`config.mk`:
```
export PLATFORM = sky130hd
export DESIGN_NAME = dram_port_ctrl
export DESIGN_NICKNAME = d
export VERILOG_FILES = /design/src/rtl/dram_port_pkg.sv /design/src/rtl/dram_lane_align.sv /design/src/rtl/dram_port_ctrl.sv
export SDC_FILE = /design/constraint.sdc
export NUM_CORES = 1
export LEC_CHECK = 0
export ABC_CLOCK_PERIOD_IN_PS = 10800
export CAP_MARGIN = 10
export CORE_MARGIN = 3
export CORE_UTILIZATION = 52
export DETAILED_ROUTE_END_ITERATION = 10
export PLACE_DENSITY = 0.92
export SLEW_MARGIN = 20
export SYNTH_ARGS = -nofsm -noshare
export SYNTH_HDL_FRONTEND = slang
export SYNTH_HIERARCHICAL = 1
export SYNTH_SLANG_ARGS = --single-unit
```
`constraint.sdc`:
```
create_clock -name CLK -period 10.8 [get_ports CLK]
set_clock_uncertainty 0.2 [all_clocks]
set_input_delay 2.16 -clock CLK [delete_from_list [all_inputs] [get_ports CLK]]
set_output_delay 2.16 -clock CLK [all_outputs]
set_load 0.01 [all_outputs]
```
`src/rtl/dram_port_pkg.sv`:
```
// Shared definitions for the DRAM port controller: size codes, FSM encoding
// and the access-size decode.
package dram_port_pkg;

  localparam logic [2:0] CTRL_LB  = 3'b000;
  localparam logic [2:0] CTRL_LH  = 3'b001;
  localparam logic [2:0] CTRL_LW  = 3'b010;
  localparam logic [2:0] CTRL_LBU = 3'b100;
  localparam logic [2:0] CTRL_LHU = 3'b101;

  typedef enum logic [1:0] {
    IDLE  = 2'd0,
    BEAT0 = 2'd1,
    BEAT1 = 2'd2
  } state_t;

  // Unlisted codes (011, 110, 111) fall into the word case.
  function automatic logic [2:0] size_bytes(input logic [2:0] ctrl);
    case (ctrl[1:0])
      2'b00:   return 3'd1;
      2'b01:   return 3'd2;
      default: return 3'd4;
    endcase
  endfunction

endpackage

```
`src/rtl/dram_lane_align.sv`:
```
// Byte-lane steering for the DRAM port: store shift/enables across two words,
// load extraction from a two-word window and sign/zero extension.
module dram_lane_align
  import dram_port_pkg::*;
(
  input  logic [1:0]  off,
  input  logic [2:0]  ctrl,
  input  logic [31:0] wdata,
  input  logic [63:0] rdata64,
  output logic        split,
  output logic [63:0] wdata64,
  output logic [7:0]  be8,
  output logic [31:0] ldata
);

  logic [2:0]  size;
  logic [3:0]  m;
  logic [31:0] raw;
  logic        sext;

  always_comb begin
    size = size_bytes(ctrl);
    sext = (ctrl == CTRL_LB) || (ctrl == CTRL_LH);
    case (size)
      3'd1:    m = 4'b0001;
      3'd2:    m = 4'b0011;
      default: m = 4'b1111;
    endcase
    split   = ({2'b00, off} + {1'b0, size}) > 4'd4;
    wdata64 = {32'b0, wdata} << {off, 3'b000};
    be8     = {4'b0000, m} << off;
    // Low half is the first beat, high half the second (zero when unsplit).
    raw     = rdata64[{off, 3'b000} +: 32];
    case (size)
      3'd1:    ldata = sext ? {{24{raw[7]}}, raw[7:0]}   : {24'b0, raw[7:0]};
      3'd2:    ldata = sext ? {{16{raw[15]}}, raw[15:0]} : {16'b0, raw[15:0]};
      default: ldata = raw;
    endcase
  end

endmodule

```
`src/rtl/dram_port_ctrl.sv`:
```
// Arbiter-facing DRAM access controller: turns byte-addressed load/store
// triggers into one or two word beats on a req/ack memory port.
module dram_port_ctrl
  import dram_port_pkg::*;
#(
  parameter int ADDR_W = 32
) (
  input  logic              CLK,
  input  logic              RST,
  input  logic [ADDR_W-1:0] w_dram_addr,
  input  logic [31:0]       w_dram_wdata,
  input  logic              w_dram_we_t,
  input  logic              w_dram_le,
  input  logic [2:0]        w_dram_ctrl,
  output logic [31:0]       w_dram_odata,
  output logic              w_dram_busy,
  output logic              mem_req,
  output logic              mem_we,
  output logic [ADDR_W-3:0] mem_addr,
  output logic [31:0]       mem_wdata,
  output logic [3:0]        mem_be,
  input  logic              mem_ack,
  input  logic [31:0]       mem_rdata,
  output state_t            dbg_state
);

  // Memory handshake: mem_req rises with BEAT0 and holds until the cycle
  // after the final mem_ack; beat fields are stable while req=1 and ack=0.
  localparam logic [ADDR_W-3:0] WORD_ONE = {{(ADDR_W-3){1'b0}}, 1'b1};

  state_t            state_q, state_d;
  logic              req_q, req_d;
  logic [ADDR_W-1:0] addr_q;
  logic [31:0]       wdata_q, rdata0_q, odata_q;
  logic [2:0]        ctrl_q;
  logic              we_q;
  logic              capture, save0, finish;
  logic              active, beat1, split;
  logic [63:0]       rdata64, wdata64;
  logic [7:0]        be8;
  logic [31:0]       ldata;

  assign active  = (state_q != IDLE);
  assign beat1   = (state_q == BEAT1);
  assign rdata64 = beat1 ? {mem_rdata, rdata0_q} : {32'b0, mem_rdata};

  dram_lane_align u_align (
    .off     (addr_q[1:0]),
    .ctrl    (ctrl_q),
    .wdata   (wdata_q),
    .rdata64 (rdata64),
    .split   (split),
    .wdata64 (wdata64),
    .be8     (be8),
    .ldata   (ldata)
  );

  always_comb begin
    state_d = state_q;
    req_d   = req_q;
    capture = 1'b0;
    save0   = 1'b0;
    finish  = 1'b0;
    case (state_q)
      IDLE: if (w_dram_le | w_dram_we_t) begin
        capture = 1'b1;
        state_d = BEAT0;
        req_d   = 1'b1;
      end
      BEAT0: if (mem_ack) begin
        if (split) begin
          save0   = 1'b1;
          state_d = BEAT1;
        end else begin
          finish  = 1'b1;
          state_d = IDLE;
          req_d   = 1'b0;
        end
      end
      BEAT1: if (mem_ack) begin
        finish  = 1'b1;
        state_d = IDLE;
        req_d   = 1'b0;
      end
      default: begin
        state_d = IDLE;
        req_d   = 1'b0;
      end
    endcase
  end

  always_ff @(posedge CLK or posedge RST) begin
    if (RST) begin
      state_q  <= IDLE;
      req_q    <= 1'b0;
      addr_q   <= '0;
      wdata_q  <= '0;
      ctrl_q   <= '0;
      we_q     <= 1'b0;
      rdata0_q <= '0;
      odata_q  <= '0;
    end else begin
      state_q <= state_d;
      req_q   <= req_d;
      if (capture) begin
        addr_q  <= w_dram_addr;
        wdata_q <= w_dram_wdata;
        ctrl_q  <= w_dram_ctrl;
        we_q    <= w_dram_we_t;
      end
      if (save0) rdata0_q <= mem_rdata;
      if (finish && !we_q) odata_q <= ldata;
    end
  end

  assign mem_req      = req_q;
  assign mem_we       = active & we_q;
  assign mem_addr     = beat1 ? addr_q[ADDR_W-1:2] + WORD_ONE : addr_q[ADDR_W-1:2];
  assign mem_wdata    = !(active & we_q) ? 32'b0 : (beat1 ? wdata64[63:32] : wdata64[31:0]);
  assign mem_be       = !active ? 4'b0000 : (!we_q ? 4'b1111 : (beat1 ? be8[7:4] : be8[3:0]));
  assign w_dram_busy  = active | ((w_dram_le | w_dram_we_t) & !active);
  assign w_dram_odata = odata_q;
  assign dbg_state    = state_q;

endmodule

```
# Word-level counts from Yosys, hierarchy flattened
# Cells that the tools add are included.
dict set report word_totals {
  in_bits 104
  out_inout_bits 103
  reg_bits 135
  word_cells 69
}
dict set report classes {
  n_addsub 2
  reduce_logical 10
  bitwise_logic 4
  n_eq_ne 10
  muxes 31
  magnitude_cmp 1
  n_shift 3
}
# op n
set op_table {}
lappend op_table {{$mux W32} 4}
lappend op_table {{$mux W64} 1}
lappend op_table {{$pmux W32 S2} 1}
lappend op_table {{$shiftx A64 B6 Y32} 1}
lappend op_table {{$shl A32 B5 Y64} 1}
lappend op_table {{$add A30 B1 Y30 const B} 1}
lappend op_table {{$mux W30} 1}
lappend op_table {{$mux W1} 12}
lappend op_table {{$mux W4} 3}
lappend op_table {{$mux W2} 4}
lappend op_table {{$ne A2 B2 Y1 const B} 4}
lappend op_table {{$pmux W4 S2} 1}
lappend op_table {{$shl A4 B2 Y8} 1}
lappend op_table {{$eq A3 B1 Y1 const B} 2}
lappend op_table {{$pmux W2 S3} 1}
lappend op_table {{$pmux W3 S2} 1}
lappend op_table {{$add A2 B3 Y4} 1}
lappend op_table {{$eq A2 B1 Y1 const B} 2}
lappend op_table {{$gt A4 B3 Y1 const B} 1}
lappend op_table {{$logic_not A2 Y1} 2}
lappend op_table {{$reduce_and A4 Y1} 1}
lappend op_table {{$eq A3 B2 Y1 const B} 1}
lappend op_table {{$logic_not A3 Y1} 1}
lappend op_table {{$pmux W1 S3} 1}
lappend op_table {{other kinds (9)} 12}

# Logic depth before layout (Yosys ltp)
# Gate-level depths: netlist of run 1.
dict set report logic_depth {
  ltp_word 8
  depth_mapped 14
}

# Cells and area by module
# Netlist of run 1, hierarchy kept.
# mod area_per_inst_um2 n_inst seq_area_each_um2 cells_each
set modules_own_cells {}
lappend modules_own_cells {dram_port_ctrl 6869.1 1 3378.2 550}
lappend modules_own_cells {dram_lane_align 1933.1 1 0.0 232}

# Worst setup path after synthesis of run 1
# No wires, ideal clock.
dict set report synth_path {
  kind {input to output}
  startpoint {input w_dram_we_t}
  endpoint {output w_dram_busy}
  arrival_time_ns 2.348
  path_buffers 0
  path_slack_ns 6.092
  stages 2
  required_time_ns 8.440
  cell_sequence {nor2_1 -> nand2_1}
}
dict set report synth_between {
  elab_chain_len 3
}
# element line
set synth_rtl {}
lappend synth_rtl {{from (decl)} dram_port_ctrl.sv:12} ;# input logic w_dram_we_t,
lappend synth_rtl {{$or A1 B1 Y1} dram_port_ctrl.sv:121} ;# assign w_dram_busy = active | ((w_dram_le | w_dram_we_t) & !active);
lappend synth_rtl {{$and A1 B1 Y1} dram_port_ctrl.sv:121}
lappend synth_rtl {{$or A1 B1 Y1} dram_port_ctrl.sv:121}
lappend synth_rtl {{to (decl)} dram_port_ctrl.sv:16} ;# output logic w_dram_busy,
# No other way between the ends.

# Final worst setup path of run 1
dict set report layout_path {
  startpoint {register state_q[0], in the netlist dbg_state[0]}
  endpoint {output mem_addr[25]}
}
dict set report layout_between {
  elab_chain_len 2
}
# element line
set layout_rtl {}
lappend layout_rtl {{from (decl)} dram_port_ctrl.sv:31} ;# state_t state_q, state_d;
lappend layout_rtl {{from (signal assigned)} dram_port_ctrl.sv:103} ;# state_q <= state_d;
lappend layout_rtl {{$eq A2 B2 Y1} dram_port_ctrl.sv:44} ;# assign beat1 = (state_q == BEAT1);
lappend layout_rtl {{$mux W30} dram_port_ctrl.sv:118} ;# assign mem_addr = beat1 ? addr_q[ADDR_W-1:2] + WORD_ONE : addr_q[ADDR_W-1:2];
lappend layout_rtl {{to (decl)} dram_port_ctrl.sv:19} ;# output logic [ADDR_W-3:0] mem_addr,
# No other way between the ends.

==> flow_summary.json, run 1 <==
{
  "remaining_drc_errors": 0,
  "grt_max_degree": 80,
  "tightest_slew_ns": 1.09,
  "die_area_um2": 18400,
  "hp-start": "w_dram_odata[4]",
  "maxSlewViolCount": 0,
  "holdBufCountCts": 0,
  "final_common_cell": "clkdlybuf4s50_1",
  "p_leak_nw": 4.81,
  "syn_inst": 774,
  "r2r_cells": 11,
  "drt_iter0_drc": 378,
  "grtUsageTotal_pct": 24.5,
  "finalHoldViolations": 0,
  "layout.cells.non_filler": 1180,
  "vias": 6754,
  "ir_worst_vdd_v": 0.000266,
  "post_cts_resized": 0,
  "cap_viol_max_count": 0,
  "clk_pin_slew_ns": 0.06,
  "first_global_vias": 6826,
  "min_path_cells": 1,
  "power.share.combinational_pct": 50.8,
  "ant_nets": 0,
  "gp_congestion": 0.895,
  "antenna_found_initial": 3,
  "max_freq_ghz": 0.165,
  "r2r_end": "w_dram_odata[24]",
  "syn_area_um2": 8750,
  "finalSetupViolCount": 0,
  "htreeDepth": 4,
  "reg2reg_slack_ns": 6.95,
  "critPathMaxFanout": 63,
  "start_kind": "flip-flop",
  "hp-class": "reg -> reg",
  "cts_buffer_depth": 2,
  "power_density_nw_per_um2": 299,
  "final_cell_mix": "clkdlybuf4s50_1, mux2_2, dfrtp_1",
  "critPathCaptureType": "primary output",
  "post_cts_buffers": 0,
  "syn_to_final_growth_pct": 32.0,
  "dp_hpwl_um": 15200,
  "arrival_ns": 3.71,
  "finalSetupTns_ns": 0,
  "slew_headroom_pct": 27.3,
  "wire_per_inst_um": 19.1,
  "core_um2": 16200,
  "avgSynthCellArea_um2": 11.3,
  "internal_power_mw": 2.16,
  "grt.overflow.total": 0,
  "worst_ep_required_time_ns": 8.44,
  "crit_type": "reg -> out",
  "via_per_inst": 5.72,
  "cts_made_buffers": 17,
  "dp_cells": 1146,
  "status": "finished clean",
  "p_switching_mw": 1.29,
  "finalNetCount": 1061,
  "seq_power_share_pct": 29.9,
  "worst_hold_path.endpoint": "w_dram_odata[4]",
  "wl_um": 22500,
  "cts_tree": "done",
  "drt-pass1-iter-count": 5,
  "swShare_pct": 37.3,
  "cts_sinks": 135,
  "io_buffers": 206,
  "period_share_pct": 56.2,
  "die_w_um": 136,
  "drive_above_1_share_pct": 23.2,
  "ys_warn_count": 6,
  "setup_ws_ns": 4.73,
  "initial_core_util_pct": 54.1,
  "clock_latency_ns": 0.42,
  "post-route-min-period_ns": 6.07,
  "place_ws_ns": 4.94,
  "boundaryPins": 207,
  "grt_pass1_wl_um": 35300,
  "row_count": 46,
  "die-height_um": 136,
  "power_frac_clock_pct": 19.3,
  "r2r_start": "ctrl_q[1]",
  "cts_root_buffer": "clkbuf_16",
  "nFillCells": 1134,
  "rsz0062_at_grt": "false"
}
critical path, cell delays in order (launching register included):
cell	delay (ns)
dfrtp_1	0.41
inv_1	0.13
ha_4	0.60
nand4_1	0.48
nor4_2	0.53
and4b_1	0.29
xor2_1	0.25
clkdlybuf4s50_1	0.59
stage by stage:
| stage | area (um2) | util [%] | hold WS (ns) | power [mW] |
|---|---|---|---|---|
| after floorplan | 8780 | - | 0.274 | 2.14 |
| after global placement | 10900 | 67.2 | 0.273 | 2.70 |
| after detailed placement | 10900 | 67.2 | 0.281 | 2.76 |
| after CTS | 11500 | 71.4 | 0.294 | 3.46 |
| after global routing | 11600 | 71.4 | 0.295 | 3.66 |
| final | 11600 | 71.4 | 0.289 | 3.45 |
state kept, by name, summed over array words and instances, names as in the netlist:
| name | cells |
|---|---|
| wdata_q | 32 |
| dbg_state | 2 |
| rdata0_q | 32 |
| addr_q | 32 |
| we_q | 1 |
| mem_req | 1 |
| ctrl_q | 3 |
| w_dram_odata | 32 |
power groups by stage:
| stage | clock network [mW] | registers [mW] | logic (mW) |
|---|---|---|---|
| finish | 0.668 | 1.03 | 1.75 |
| global route | 0.702 | 1.07 | 1.89 |
| CTS | 0.679 | 1.02 | 1.76 |
| detailed placement | 0 | 1.03 | 1.74 |
| global placement | 0 | 1.01 | 1.70 |
| floorplan | 0 | 0.934 | 1.20 |
worst max path at each step:
| stage | startpoint | end | cells after the start |
|---|---|---|---|
| finish | dbg_state[0] | mem_addr[25] | 7 |
| global route | dbg_state[0] | mem_addr[25] | 7 |
| CTS | dbg_state[0] | mem_addr[25] | 7 |
| detailed placement | w_dram_we_t | w_dram_busy | 4 |
| global placement | w_dram_we_t | w_dram_busy | 4 |
| floorplan | RST | addr_q[0] | 1 |
final cells by class:
| type | instances | area (um2) | area share (%) |
|---|---|---|---|
| repair buffers | 213 | 2120 | 18.3 |
| multi-input cells | 575 | 5070 | 43.8 |
| inverters | 7 | 31.3 | 0.271 |
| flip-flops and latches | 135 | 3380 | 29.3 |
| diodes | 2 | 5.00 | 0.0433 |
| clock inverters | 11 | 219 | 1.90 |
| well taps | 216 | 270 | 2.34 |
| clock buffers | 21 | 460 | 3.99 |
metal layers:
layer | up-vias | track usage (%) | part of all wire (%)
met2 | 261 | 40.8 | 50
met3 | 40 | 7.28 | 7.8
met5 | - | 0 | 0.12
met4 | 4 | 8.85 | 2.3
met1 | 3352 | 30.2 | 40
li1 | 3097 | - | -
Note: power is estimated with default switching activity, not from simulation.
==> run 2, diff against run 1 <==
--- a/config.mk
+++ b/config.mk
@@ -5,12 +5,12 @@
 export SDC_FILE = /design/constraint.sdc
 export NUM_CORES = 1
 export LEC_CHECK = 0
-export ABC_CLOCK_PERIOD_IN_PS = 10800
+export ABC_CLOCK_PERIOD_IN_PS = 5300
 export CAP_MARGIN = 10
 export CORE_MARGIN = 3
-export CORE_UTILIZATION = 52
+export CORE_UTILIZATION = 46
 export DETAILED_ROUTE_END_ITERATION = 10
-export PLACE_DENSITY = 0.92
+export PLACE_DENSITY = 0.87
 export SLEW_MARGIN = 20
 export SYNTH_ARGS = -nofsm -noshare
 export SYNTH_HDL_FRONTEND = slang
==> constraint.sdc (replaced) <==
create_clock -name CLK -period 5.3 [get_ports CLK]
set_clock_uncertainty 0.2 [all_clocks]
set_input_delay 1.06 -clock CLK [delete_from_list [all_inputs] [get_ports CLK]]
set_output_delay 1.06 -clock CLK [all_outputs]
set_load 0.01 [all_outputs]
==> run 2 against run 1 <==
Against the previous run:
- non-clock buffer count up 4
- sequential power rose by 100%
- worst setup slack lost 3.9 ns
- via count down 1.1%
- largest cell class unchanged
- largest power group unchanged
==> flow_summary.json, run 2 (synthesis results as in run 1) <==
{
  "final_common_cell": "clkdlybuf4s50_1",
  "cp_slowest_cell": "clkinv_1",
  "crit_chain": "clkinv_1 > o2bb2ai_1 > mux2i_1 > nor2_1 > clkdlybuf4s50_1",
  "cts_buffer_depth": 2,
  "remaining_drc_errors": 0,
  "max_freq_ghz": 0.222,
  "worstSetupEndpoint": "mem_wdata[5]",
  "period_share_pct": 84.8,
  "post-route-min-period_ns": 4.50,
  "max_stage_delay_ns": 0.84,
  "finalNetCount": 1065,
  "crit_cells": 5,
  "start_kind": "flip-flop",
  "power_density_nw_per_um2": 590,
  "finalSetupTns_ns": 0,
  "vias": 6677,
  "holdBufCountCts": 0,
  "hp-class": "reg -> reg",
  "cap_viol_max_count": 0,
  "arrival_ns": 3.24,
  "grt_pass1_wl_um": 35300,
  "crit_type": "reg -> out",
  "cts_sinks": 135,
  "slew_headroom_pct": 32.3,
  "reg2reg_slack_ns": 1.28,
  "hp-start": "w_dram_odata[3]",
  "post_cts_buffers": 0,
  "p_total_mw": 6.77,
  "cts_tree": "done",
  "grtUsageTotal_pct": 21.7,
  "ant_nets": 0,
  "utilization_pct": 62.5,
  "grt_max_degree": 86,
  "cts_root_buffer": "clkbuf_16",
  "initial_core_util_pct": 47.7,
  "boundaryPins": 207,
  "die_area_um2": 20700,
  "via_per_inst": 5.59,
  "gp_congestion": 0.833,
  "critPathTopFamily": "buffers and inverters",
  "syn_to_final_growth_pct": 31.0,
  "nFillCells": 1450,
  "status": "finished clean",
  "wl_um": 22300,
  "r2r_start": "addr_q[0]",
  "ir_worst_vdd_v": 0.000409,
  "critPathMaxFanout": 37,
  "maxSlewViolCount": 0,
  "r2r_end": "w_dram_odata[7]",
  "critPathCaptureType": "primary output",
  "finalHoldViolations": 0,
  "crit_start": "addr_q[1]",
  "tightest_slew_ns": 1.02,
  "dp_hpwl_um": 15600,
  "n_antenna_cell": 0,
  "die-height_um": 144,
  "crit_buf_inv": 2,
  "worst_ep_required_time_ns": 4.04,
  "die_w_um": 144,
  "clk_pin_slew_ns": 0.06,
  "row_count": 49,
  "final_cell_mix": "clkdlybuf4s50_1, mux2_2, dfrtp_1",
  "clock_latency_ns": 0.42,
  "post_cts_resized": 0,
  "drt_iter0_drc": 353,
  "first_global_vias": 6849,
  "finalSetupViolCount": 0,
  "drt-pass1-iter-count": 5,
  "wire_per_inst_um": 18.7,
  "drive_above_1_share_pct": 23.2,
  "core_um2": 18300,
  "io_buffers": 206,
  "antenna_found_initial": 0,
  "htreeDepth": 4,
  "cts_made_buffers": 17,
  "grt.overflow.total": 0,
  "rsz0062_at_grt": "false",
  "p_leak_nw": 4.77,
  "r2r_cells": 11
}
run 2: final cells by class:
| class | count | area, um2 | share of cell area, % |
|---|---|---|---|
| clock buffers | 24 | 482 | 4.20 |
| clock inverters | 8 | 73.8 | 0.644 |
| flip-flops and latches | 135 | 3380 | 29.5 |
| well taps | 229 | 287 | 2.50 |
| repair buffers | 217 | 2140 | 18.7 |
| inverters | 7 | 31.3 | 0.273 |
| multi-input cells | 575 | 5060 | 44.2 |
run 2: per-stage QoR:
step,hold WS [ns],cell area (um2),std cells,setup slack [ns]
final,0.288,11500,1195,0.805
after global routing,0.305,11500,1195,0.582
after CTS,0.294,11500,1195,0.815
after detailed placement,0.281,10900,1163,1.28
after global placement,0.274,10900,1163,1.31
after floorplan,0.274,8780,782,0.429
run 2: routing by layer:
metal	vias up	track usage, %	share of wire [%]	wire length, um
met1	3310	26.8	40	9050
met5	-	0	0	0
met3	36	6.32	7.4	1660
li1	3100	-	-	-
met2	231	36.6	50	11100
met4	0	6.99	2.2	497
run 2: worst reg2reg max path: stages (launching register included):
cell       delay (ns)
dfrtp_4          0.79
buf_4            0.61
ha_1             0.30
fa_1             0.42
nor2b_1          0.15
o21ai_0          0.10
o2bb2ai_1        0.17
inv_1            0.08
a21oi_1          0.05
or3_1            0.36
buf_4            0.27
mux2_1           0.40
run 2: power by group:
part           internal [mW]  total [mW]  leakage (nW)  switching [mW]
sequential              1.54        2.07          1.63           0.531
combinational           1.97        3.58          2.87            1.60
clock                  0.680        1.12         0.270           0.442
total                   4.19        6.77          4.77            2.58
run 2: how the worst min path moves through the flow:
stage | endpoint | slack [ns] | cells after the start
final | w_dram_odata[3] | 0.29 | 1
after global routing | w_dram_odata[29] | 0.31 | 1
after CTS | w_dram_odata[3] | 0.29 | 1
after detailed placement | w_dram_odata[3] | 0.28 | 1
after global placement | w_dram_odata[10] | 0.27 | 1
after floorplan | rdata0_q[30] | 0.27 | 1
